--- src/rtl/capp_array_controller.sv ---
// capp_array_controller: sequences SEARCH/WRITE/READ commands onto one CAPP cell array.
// A command is latched in IDLE. The match/write line pairs are held for SETTLE_CYCLES
// in DRIVE, then the tag or read lines are sampled. The result is offered in RESP.
// Optional build macro CAPP_CTRL_COUNT_EN adds a registered responder popcount.
// This costs SEARCH one extra cycle. Without the macro, rsp_count is tied to 0.
module capp_array_controller #(
    parameter int unsigned WORDS         = 100,
    parameter int unsigned WIDTH         = 32,
    parameter int unsigned SETTLE_CYCLES = 2,
    parameter int unsigned IDXW          = 7
) (
    input  logic               clk,
    input  logic               rst_n,
    input  logic               cmd_valid,
    output logic               cmd_ready,
    input  logic [1:0]         cmd_op,
    input  logic [WIDTH-1:0]   cmd_data,
    input  logic [WIDTH-1:0]   cmd_mask,
    output logic [2*WIDTH-1:0] match_lines,
    output logic [2*WIDTH-1:0] write_lines,
    input  logic [WORDS-1:0]   mismatch_lines,
    input  logic [WIDTH-1:0]   read_lines,
    output logic               rsp_valid,
    input  logic               rsp_ready,
    output logic [WIDTH-1:0]   rsp_data,
    output logic [IDXW-1:0]    rsp_count,
    output logic [IDXW-1:0]    rsp_first,
    output logic               rsp_some,
    output logic               rsp_err
);

    localparam logic [1:0] OpSearch = 2'b00;
    localparam logic [1:0] OpWrite  = 2'b01;
    localparam logic [1:0] OpRead   = 2'b10;
    localparam logic [1:0] OpRsvd   = 2'b11;

    localparam logic [3:0] SettleLoad = 4'(SETTLE_CYCLES - 1);

    // StCount is only reachable when the popcount stage is built in.
    typedef enum logic [1:0] {StIdle, StDrive, StCount, StResp} state_e;

    state_e             state_q, state_d;
    logic [3:0]         cnt_q, cnt_d;
    logic [1:0]         op_q, op_d;
    logic [WIDTH-1:0]   data_q, data_d;
    logic [WIDTH-1:0]   mask_q, mask_d;
    logic [WIDTH-1:0]   rsp_data_q, rsp_data_d;
    logic [IDXW-1:0]    rsp_first_q, rsp_first_d;
    logic               rsp_some_q, rsp_some_d;
    logic               rsp_err_q, rsp_err_d;
    logic [IDXW-1:0]    first_c;
    logic               some_c;
`ifdef CAPP_CTRL_COUNT_EN
    logic [WORDS-1:0]   tags_q, tags_d;
    logic [IDXW-1:0]    rsp_count_q, rsp_count_d;
    logic [IDXW-1:0]    pop_c;
`endif

    // Priority encode the lowest responder (tag 0) straight off the array.
    always_comb begin
        first_c = '0;
        for (int i = WORDS - 1; i >= 0; i--) begin
            if (!mismatch_lines[i]) begin
                first_c = IDXW'(i);
            end
        end
        some_c = ~&mismatch_lines;
    end

`ifdef CAPP_CTRL_COUNT_EN
    // Popcount of responders, taken from the tags captured on the last DRIVE cycle.
    always_comb begin
        pop_c = '0;
        for (int i = 0; i < WORDS; i++) begin
            pop_c = pop_c + IDXW'(~tags_q[i]);
        end
    end
`endif

    // Next-state, settle counter and result capture.
    always_comb begin
        state_d     = state_q;
        cnt_d       = cnt_q;
        op_d        = op_q;
        data_d      = data_q;
        mask_d      = mask_q;
        rsp_data_d  = rsp_data_q;
        rsp_first_d = rsp_first_q;
        rsp_some_d  = rsp_some_q;
        rsp_err_d   = rsp_err_q;
`ifdef CAPP_CTRL_COUNT_EN
        tags_d      = tags_q;
        rsp_count_d = rsp_count_q;
`endif
        unique case (state_q)
            StIdle: begin
                if (cmd_valid) begin
                    op_d        = cmd_op;
                    data_d      = cmd_data;
                    mask_d      = cmd_mask;
                    cnt_d       = SettleLoad;
                    // Clear every field, so that each op only fills in its own fields.
                    rsp_data_d  = '0;
                    rsp_first_d = '0;
                    rsp_some_d  = 1'b0;
                    rsp_err_d   = (cmd_op == OpRsvd);
`ifdef CAPP_CTRL_COUNT_EN
                    rsp_count_d = '0;
`endif
                    state_d     = (cmd_op == OpRsvd) ? StResp : StDrive;
                end
            end
            StDrive: begin
                if (cnt_q == 4'd0) begin
                    state_d = StResp;
                    if (op_q == OpSearch) begin
                        rsp_first_d = first_c;
                        rsp_some_d  = some_c;
`ifdef CAPP_CTRL_COUNT_EN
                        tags_d      = mismatch_lines;
                        state_d     = StCount;
`endif
                    end else if (op_q == OpRead) begin
                        rsp_data_d = read_lines;
                    end
                end else begin
                    cnt_d = cnt_q - 4'd1;
                end
            end
            StCount: begin
`ifdef CAPP_CTRL_COUNT_EN
                rsp_count_d = pop_c;
`endif
                state_d = StResp;
            end
            StResp: begin
                if (rsp_ready) begin
                    state_d = StIdle;
                end
            end
            default: state_d = StIdle;
        endcase
    end

    // Line encoding. Lines are driven only in DRIVE, so an async reset drops them at once.
    always_comb begin
        match_lines = '0;
        write_lines = '0;
        if (state_q == StDrive) begin
            for (int j = 0; j < WIDTH; j++) begin
                if (mask_q[j]) begin
                    if (op_q == OpSearch) begin
                        match_lines[2*j + (data_q[j] ? 1 : 0)] = 1'b1;
                    end else if (op_q == OpWrite) begin
                        write_lines[2*j + (data_q[j] ? 0 : 1)] = 1'b1;
                    end
                end
            end
        end
    end

    // State and result registers.
    always_ff @(posedge clk or negedge rst_n) begin
        if (!rst_n) begin
            state_q     <= StIdle;
            cnt_q       <= '0;
            op_q        <= '0;
            data_q      <= '0;
            mask_q      <= '0;
            rsp_data_q  <= '0;
            rsp_first_q <= '0;
            rsp_some_q  <= 1'b0;
            rsp_err_q   <= 1'b0;
`ifdef CAPP_CTRL_COUNT_EN
            tags_q      <= '1;
            rsp_count_q <= '0;
`endif
        end else begin
            state_q     <= state_d;
            cnt_q       <= cnt_d;
            op_q        <= op_d;
            data_q      <= data_d;
            mask_q      <= mask_d;
            rsp_data_q  <= rsp_data_d;
            rsp_first_q <= rsp_first_d;
            rsp_some_q  <= rsp_some_d;
            rsp_err_q   <= rsp_err_d;
`ifdef CAPP_CTRL_COUNT_EN
            tags_q      <= tags_d;
            rsp_count_q <= rsp_count_d;
`endif
        end
    end

    assign cmd_ready = (state_q == StIdle);
    assign rsp_valid = (state_q == StResp);
    assign rsp_data  = rsp_data_q;
    assign rsp_first = rsp_first_q;
    assign rsp_some  = rsp_some_q;
    assign rsp_err   = rsp_err_q;
`ifdef CAPP_CTRL_COUNT_EN
    assign rsp_count = rsp_count_q;
`else
    assign rsp_count = '0;
`endif

endmodule
--- config.mk ---
export PLATFORM = sky130hd
export DESIGN_NAME = capp_array_controller
export DESIGN_NICKNAME = d
export VERILOG_FILES = /design/src/rtl/capp_array_controller.sv
export SDC_FILE = /design/constraint.sdc
export NUM_CORES = 1
export LEC_CHECK = 0
export ABC_CLOCK_PERIOD_IN_PS = 4920
export CAP_MARGIN = 20
export CORE_MARGIN = 10
export CORE_UTILIZATION = 40
export DETAILED_ROUTE_END_ITERATION = 8
export HOLD_SLACK_MARGIN = 0.08
export PLACE_DENSITY = 0.87
export SETUP_SLACK_MARGIN = 0.02
export SYNTH_ARGS = -nofsm -noshare
export SYNTH_HDL_FRONTEND = slang
export SYNTH_SLANG_ARGS = --single-unit
--- constraint.sdc ---
create_clock -name clk -period 4.92 [get_ports clk]
set_input_delay 0.984 -clock clk [delete_from_list [all_inputs] [get_ports clk]]
set_output_delay 0.984 -clock clk [all_outputs]
set_load 0.005 [all_outputs]
* Yosys cells after proc, flatten, opt, wreduce, memory -nomap -nowiden *
Cells that the tools add are included.

storage, ports and cells
  bits of input ports = 202
  bits in registers = 113
  logic and storage cells = 887
  memory bits (read-only) = 0
  memories = 0
  memory bits (writable) = 0
  output and inout bits = 178
  latch bits = 0

operators by class
  bitwise gates (word level) = 62
  reduce and logical (&&, ||, !) cells = 75
  div/mod/pow operators = 0
  shift operators = 0
  multiply operators = 0
  magnitude comparators = 128
  add/subtract/negate cells = 63
  muxes and demuxes = 537
  eq/ne operators = 13

operators by type and width
  operator             count
  $mux 64              224
  $or 64x64->64        62
  $mux 7               103
  $demux 1 s6          64
  $add 6x1->7 const A  32
  $ge 7x1->1 const B   32
  $lt 7x7->1 const B   32
  $mux 1               131
  $mux 32              4
  $lt 6x7->1 const B   16
  $reduce_and 100->1   1
  $add 5x1->6 const A  16
  $ge 6x1->1 const B   16
  $logic_and 1x1->1    64
  $pmux 32 s2          1
  $lt 5x7->1 const B   8
  $add 4x1->5 const A  8
  $ge 5x1->1 const B   8
  $lt 4x7->1 const B   4
  $add 3x1->4 const A  4
  $ge 4x1->1 const B   4
  $lt 1x7->1 const B   2
  $lt 3x7->1 const B   2
  $pmux 7 s2           1
  21 further kinds     39

* Depth between registers and ports, before layout *
Gate-level depths: netlist of the first run.

  depth in word-level cells = 164
  depth in mapped cells = 11
  depth with buffers taken out = 9

* Worst setup path before layout of the first run *
Ideal clock, no wire load.

  kind = reg2out
  start = reg state_q[1]
  end = out match_lines[0]
  path buffers = 2
  arrival = 1636 ps
  cell stages (with the launch flop) = 8
  path slack = 2300 ps
  data required time = 3936 ps
  cell sequence = dfrtp_1 inv_1 ha_1 inv_2 or3_4 clkbuf_1 clkbuf_1 nor2_1

on the way
  longest elaborated chain between the ends = 2

ends and longest elaborated chain
  what                      line  RTL
  start: declaration        42    state_e state_q, state_d;
  start signal: assignment  165   state_q <= StIdle;
  start signal: assignment  179   state_q <= state_d;
  $eq 2x1->1                149   if (state_q == StDrive) begin
  $mux 64                   149
  end: declaration          19    output logic [2*WIDTH-1:0] match_lines,

No other way between the ends.

* Worst setup path after layout of the first run *
  start = reg state_q[1]
  end = out write_lines[53]

on the way
  longest elaborated chain between the ends = 2

ends and longest elaborated chain
  what              line  RTL
  $eq 2x1->1        149
  $mux 64           149
  end: declaration  20    output logic [2*WIDTH-1:0] write_lines,

No other way between the ends.

==> impl_metrics.tcl, run 1 <==
set metrics [dict create \
    status "finished clean" \
    num_rows 47 \
    hold_path_end "rsp_data[3]$_DFFE_PN0P_" \
    critPathKind "flip-flop to output port" \
    synth_async_sr_flop_share 1.00 \
    irDropWorstVdd_v 0.000344 \
    start_kind "flip-flop" \
    required_ps 3940 \
    antenna_found_initial 2 \
    drv_cap 0 \
    r2r_cells 9 \
    netlist_area_um2 6710 \
    hold-path-cell-count 2 \
    r2r_slack_ps 2030 \
    arrival_ps 2750 \
    synth_top_area_frac 0.422 \
    power_frac_seq 0.329 \
    hold_violations 0 \
    avgSynthCellArea_um2 8.19 \
    ys_seq_area_frac 0.422 \
    final_cell_area_um2 11100 \
    path_cells "inv_1 > ha_2 > buf_4 > nand3b_1 > buf_4 > nor2_1 > clkdlybuf4s50_1" \
    vias 7327 \
    synthMostInstantiatedCell "nor2_1" \
    crit_path_max_fanout 64 \
    grt_pass1_vias 7489 \
    area_growth_pct 65.9 \
    setup_slack_ps 1180 \
    r2r-end "rsp_first[1]$_DFFE_PN0P_" \
    slew_headroom 0.376 \
    cpMostUsedCell "buf_4" \
    finalCritPeriodShare 0.760 \
    h-tree-depth 4 \
    whs_ps 474 \
    yosys.area.top_type "dfrtp_1" \
    antennaDiodeCount 0 \
    hp-start "rsp_data[3]$_DFFE_PN0P_" \
    ys_seq_elements 113 \
    post_synth_num_cell_types 55 \
    dieArea_um2 22300 \
    rr_startpoint "state_q[1]$_DFFE_PN0P_" \
    combPwrFrac 0.434 \
    drtAntennaViolNets 0 \
    power.switching_mw 1.73 \
    grt_max_degree 114 \
    switching_share 0.360 \
    worstMarginPinSlew_ps 936 \
    dpl.cell_count 1378 \
    start_util 0.406 \
    routed_wl_mm 26.9 \
    grt_util_all_layers 0.233 \
    drc 0 \
    post_cts_resized 0 \
    nets 1385 \
    critPathCaptureType "output port" \
    final_cell_count_no_fill 1407 \
    yosys-top-cells-area "dfrtp_1 (42%), mux2_2 (11%), nor2_1 (8.8%), nand2_1 (8.5%), o21ai_0 (4.3%)" \
    fmax_mhz 267 \
    maxSlewViolCount 0 \
    port_buffers 372 \
    leakagePower_nw 4.35 \
    dp_slack_ps 1620 \
    drive_gt1_frac 0.0910 \
    synth_edf_count 0 \
    fin_worst_skew_ps 12.1 \
    hold_buffers 0 \
    min_period_ps 3740 \
    overflow 0 \
    cts_sinks 113 \
    cts_made_buffers 17 \
    intPower_mw 3.07 \
    viasPerCell 5.21 \
    clockRootBuffer "clkbuf_16" \
    cpMaxStageDelayCell "clkdlybuf4s50_1" \
    fin_util 0.673 \
    gp_congestion 0.919 \
    post-dp-hpwl_mm 21.8 \
    placed_area_um2 10600 \
    crit_family "buffers and inverters" \
    setup_violations 0 \
    ys.flop_type "dfrtp_1" \
    crit_buf_inv 4 \
    tns_ps 0 \
    yosysWarningCount 0 \
    clkTransAtPathRegs_ps 50 \
    synth_common_cells "nor2_1 (157), nand2_1 (151), dfrtp_1 (113)" \
    clkPwrFrac 0.238 \
    cts_setup_buffers 0 \
    routedWlPerCell_um 19.1 \
    hp-class "flip-flop to flip-flop" \
    ioPinCount 380 \
    grt_pass1_wl_mm 40.8 \
    core_area_um2 16500 \
    die_h_um 149 \
    insertion_delay_ps 410 \
    power_density_nw_per_um2 431 \
    drtIter0Drc 347 \
    clk_path_buf_depth 2 \
    rsz0062_at_grt "false" \
    cts_tree "built" \
    netlist_instances 819 \
    drtPass1Iterations 4 \
    die_w_um 149 \
    power_mw 4.80 \
    critPathMaxStageDelay_ps 560 \
]
power by group through the flow:
stage	clock network, mW	registers, mW	logic (mW)
4_1_cts	1.17	1.57	2.11
5_1_grt	1.20	1.64	2.29
2_1_floorplan	0	1.53	1.17
3_5_place_dp	0	1.58	2.10
6_report	1.14	1.58	2.08
3_3_place_gp	0	1.56	2.06
cells by family after synthesis:
group / synth area share
compound gates: 0.132
fa+ha+maj: 0.0112
buf+inv: 0.0414
flops: 0.422
mux: 0.111
other cells: 0.000559
simple gates: 0.282
final cells by class:
type / instances / area [um2]
tap: 220 / 275
clock buffer: 23 / 488
timing repair buffer: 376 / 3760
clock inverter: 6 / 57.6
inverter: 23 / 86.3
multi-input combinational: 646 / 3630
sequential: 113 / 2830
fill: 1333 / 5400
cells in the final DEF, fill, tap and decap left out, types with 10 or more instances in the layout:
master,instances
clkdlybuf4s50_1,371
nor2_1,157
nand2_1,150
dfrtp_1,113
mux2_2,66
o21ai_0,57
nand2b_1,41
nand4_1,29
inv_1,22
a21oi_1,19
clkbuf_16,17
nand3_1,16
a31oi_1,10
state kept, by name, indices dropped and copies added (netlist names):
signal,count
state_q,2
mask_q,32
data_q,32
rsp_err,1
rsp_some,1
op_q,2
rsp_first,7
cnt_q,4
rsp_data,32
worst max path at each step:
stage,depth (start not counted),from,endpoint
after floorplan,7,state_q[1]$_DFFE_PN0P_,match_lines[0]
after CTS,7,state_q[1]$_DFFE_PN0P_,write_lines[53]
after global routing,7,state_q[1]$_DFFE_PN0P_,write_lines[12]
after global placement,7,state_q[1]$_DFFE_PN0P_,write_lines[43]
final,7,state_q[1]$_DFFE_PN0P_,write_lines[53]
after detailed placement,5,cmd_valid,rsp_data[24]$_DFFE_PN0P_
tightest hold or removal path: stages (launching register included):
cell and delay [ps]:
dfrtp_1 340, nand2_1 40, o21ai_0 60
metal layers:
metal	global-route usage	part of all wire	wire, um	vias to the layer above
met5	0	0.00085	23	-
met4	0.0952	0.035	929	4
met3	0.0891	0.11	2970	49
met2	0.413	0.50	13400	332
met1	0.243	0.36	9570	3421
li1	-	-	-	3521
(Power assumes the default switching activity.)
==> run 2: changes to the inputs <==
--- a/config.mk
+++ b/config.mk
@@ -5,13 +5,13 @@
 export SDC_FILE = /design/constraint.sdc
 export NUM_CORES = 1
 export LEC_CHECK = 0
-export ABC_CLOCK_PERIOD_IN_PS = 4920
+export ABC_CLOCK_PERIOD_IN_PS = 3600
 export CAP_MARGIN = 20
 export CORE_MARGIN = 10
-export CORE_UTILIZATION = 40
+export CORE_UTILIZATION = 39
 export DETAILED_ROUTE_END_ITERATION = 8
 export HOLD_SLACK_MARGIN = 0.08
-export PLACE_DENSITY = 0.87
+export PLACE_DENSITY = 0.86
 export SETUP_SLACK_MARGIN = 0.02
 export SYNTH_ARGS = -nofsm -noshare
 export SYNTH_HDL_FRONTEND = slang
==> constraint.sdc (replaced) <==
create_clock -name clk -period 3.6 [get_ports clk]
set_input_delay 0.72 -clock clk [delete_from_list [all_inputs] [get_ports clk]]
set_output_delay 0.72 -clock clk [all_outputs]
set_load 0.005 [all_outputs]
==> run 2 against run 1 <==
  * Hold slack worse by 120 ps
  * Critical path type unchanged
  * Global-route usage up 0.071 points
  * Clock skew down 6.0 ps
  * Die area up 2.2%
  * Core utilization down 0.17 points
  * Sequential cell count unchanged
  * Combinational power up 39%
  * First-iteration DRC count up 22%
  * Non-clock buffer count unchanged
  * Register-to-register slack worse by 1300 ps
==> impl_metrics.tcl, run 2 (synthesis gave the netlist of run 1 again) <==
set metrics [dict create \
    status "finished clean" \
    drtPass1Iterations 5 \
    vias 7423 \
    grt_max_degree 69 \
    clk_path_buf_depth 2 \
    insertion_delay_ps 410 \
    hold_violations 0 \
    required_ps 2880 \
    slew_headroom 0.371 \
    gp_congestion 0.977 \
    core_area_um2 16700 \
    critPathCaptureType "output port" \
    area_growth_pct 67.3 \
    grt_pass1_wl_mm 41.2 \
    antenna_found_initial 1 \
    fmax_mhz 286 \
    irDropWorstVdd_v 0.000366 \
    h-tree-depth 4 \
    nets 1385 \
    min_period_ps 3490 \
    setup_slack_ps 106 \
    dieArea_um2 22800 \
    viasPerCell 5.26 \
    fillers 1338 \
    met3_length_mm 2.91 \
    port_buffers 372 \
    routedWlPerCell_um 19.9 \
    dp_slack_ps 568 \
    maxSlewViolCount 0 \
    die_w_um 151 \
    hold_buffers 0 \
    crit_path_max_fanout 65 \
    grt_util_all_layers 0.234 \
    post-dp-hpwl_mm 22.9 \
    cts_made_buffers 17 \
    drt-met1-wl_mm 9.92 \
    ioPinCount 380 \
    routed.top_layer "met4" \
    fin_worst_skew_ps 6.02 \
    drtAntennaViolNets 0 \
    cts_sinks 113 \
    r2r_cells 9 \
    drc 0 \
    setup_violations 0 \
    clockRootBuffer "clkbuf_16" \
    drtIter0Drc 423 \
    start_util 0.402 \
    fin_util 0.672 \
    final_common_cell "clkdlybuf4s50_1" \
    cts_tree "built" \
    leakagePower_nw 4.39 \
    routed_wl_mm 28.1 \
    rsz0062_at_grt "true" \
    grt_pass1_vias 7499 \
    drv_cap 0 \
    arrival_ps 2770 \
    num_rows 47 \
    drive_gt1_frac 0.0933 \
    power_density_nw_per_um2 606 \
    tns_ps 0 \
    critPathKind "flip-flop to output port" \
    die_h_um 151 \
    overflow 0 \
    start_kind "flip-flop" \
    clkTransAtPathRegs_ps 50 \
    wl_met2_mm 14.3 \
    worstMarginPinSlew_ps 943 \
    finalCritPeriodShare 0.971 \
    hp-class "input port to async pin" \
    final_cell_mix "clkdlybuf4s50_1 (371), nor2_1 (157), nand2_1 (150)" \
]
## run 2: cell types whose count changed in the layout (fill, tap and decap cells not counted), sizes merged
cell | before | now
bufinv | 1 | 3
clkinvlp | 1 | 2
diode | 0 | 1
## run 2: layout make-up
| class | count | area, um2 | share of cell area |
|---|---|---|---|
| Multi-Input combinational cell | 646 | 3630 | 0.324 |
| Antenna cell | 1 | 2.50 | 0.000223 |
| Clock inverter | 9 | 129 | 0.0115 |
| Inverter | 23 | 86.3 | 0.00770 |
| Timing Repair Buffer | 376 | 3780 | 0.337 |
| Tap cell | 220 | 275 | 0.0245 |
| Sequential cell | 113 | 2830 | 0.252 |
| Clock buffer | 23 | 488 | 0.0435 |
## run 2: worst max-delay path: stages, from the launching register on
cell             delay [ps]
dfrtp_1                 400
inv_1                    90
ha_2                    200
inv_2                    90
or3_4                   670
nor2_1                  310
clkdlybuf4s50_1         560
## run 2: timing repair
item | 4_1_cts | 5_1_grt
gates resized for setup | 0 | 1
buffers inserted | 0 | 0
setup endpoints to repair | 0 | 23
## run 2: where the power goes
group | internal, mW | leakage, nW | total [mW] | switching (mW)
sequential | 1.80 | 1.41 | 2.17 | 0.366
clock | 1.16 | 0.299 | 1.74 | 0.579
combinational | 1.40 | 2.67 | 2.89 | 1.49
total | 4.36 | 4.39 | 6.80 | 2.44
## run 2: path summary, 6_finish.rpt
check                                  startpoint                        to  slack, ps
setup / recovery           state_q[1]$_DFFE_PN0P_            match_lines[2]        110
min in group clk              rsp_err$_DFFE_PN0P_       rsp_err$_DFFE_PN0P_        480
hold / removal                              rst_n  rsp_data[12]$_DFFE_PN0P_        360
hold reg to reg               rsp_err$_DFFE_PN0P_       rsp_err$_DFFE_PN0P_        480
max in group asynchronous                   rst_n    data_q[29]$_DFFE_PN0P_       2450
setup reg to reg           state_q[1]$_DFFE_PN0P_  rsp_first[1]$_DFFE_PN0P_        730
## run 2: per-layer routing
metal | global-route usage | up-vias
met4 | 0.108 | 0
met5 | 0 | -
met3 | 0.0880 | 45
met2 | 0.418 | 342
li1 | - | 3548
met1 | 0.237 | 3488
## run 2: metrics by stage
stage               std cells  hold slack, ps  power [mW]  area [um2]
floorplan                 825             424        3.70        6730
global route             1411             385        7.24       11200
global placement         1378             461        4.99       10600
finish                   1411             357        6.80       11200
detailed placement       1378             470        5.08       10600
CTS                      1410             360        6.85       11200
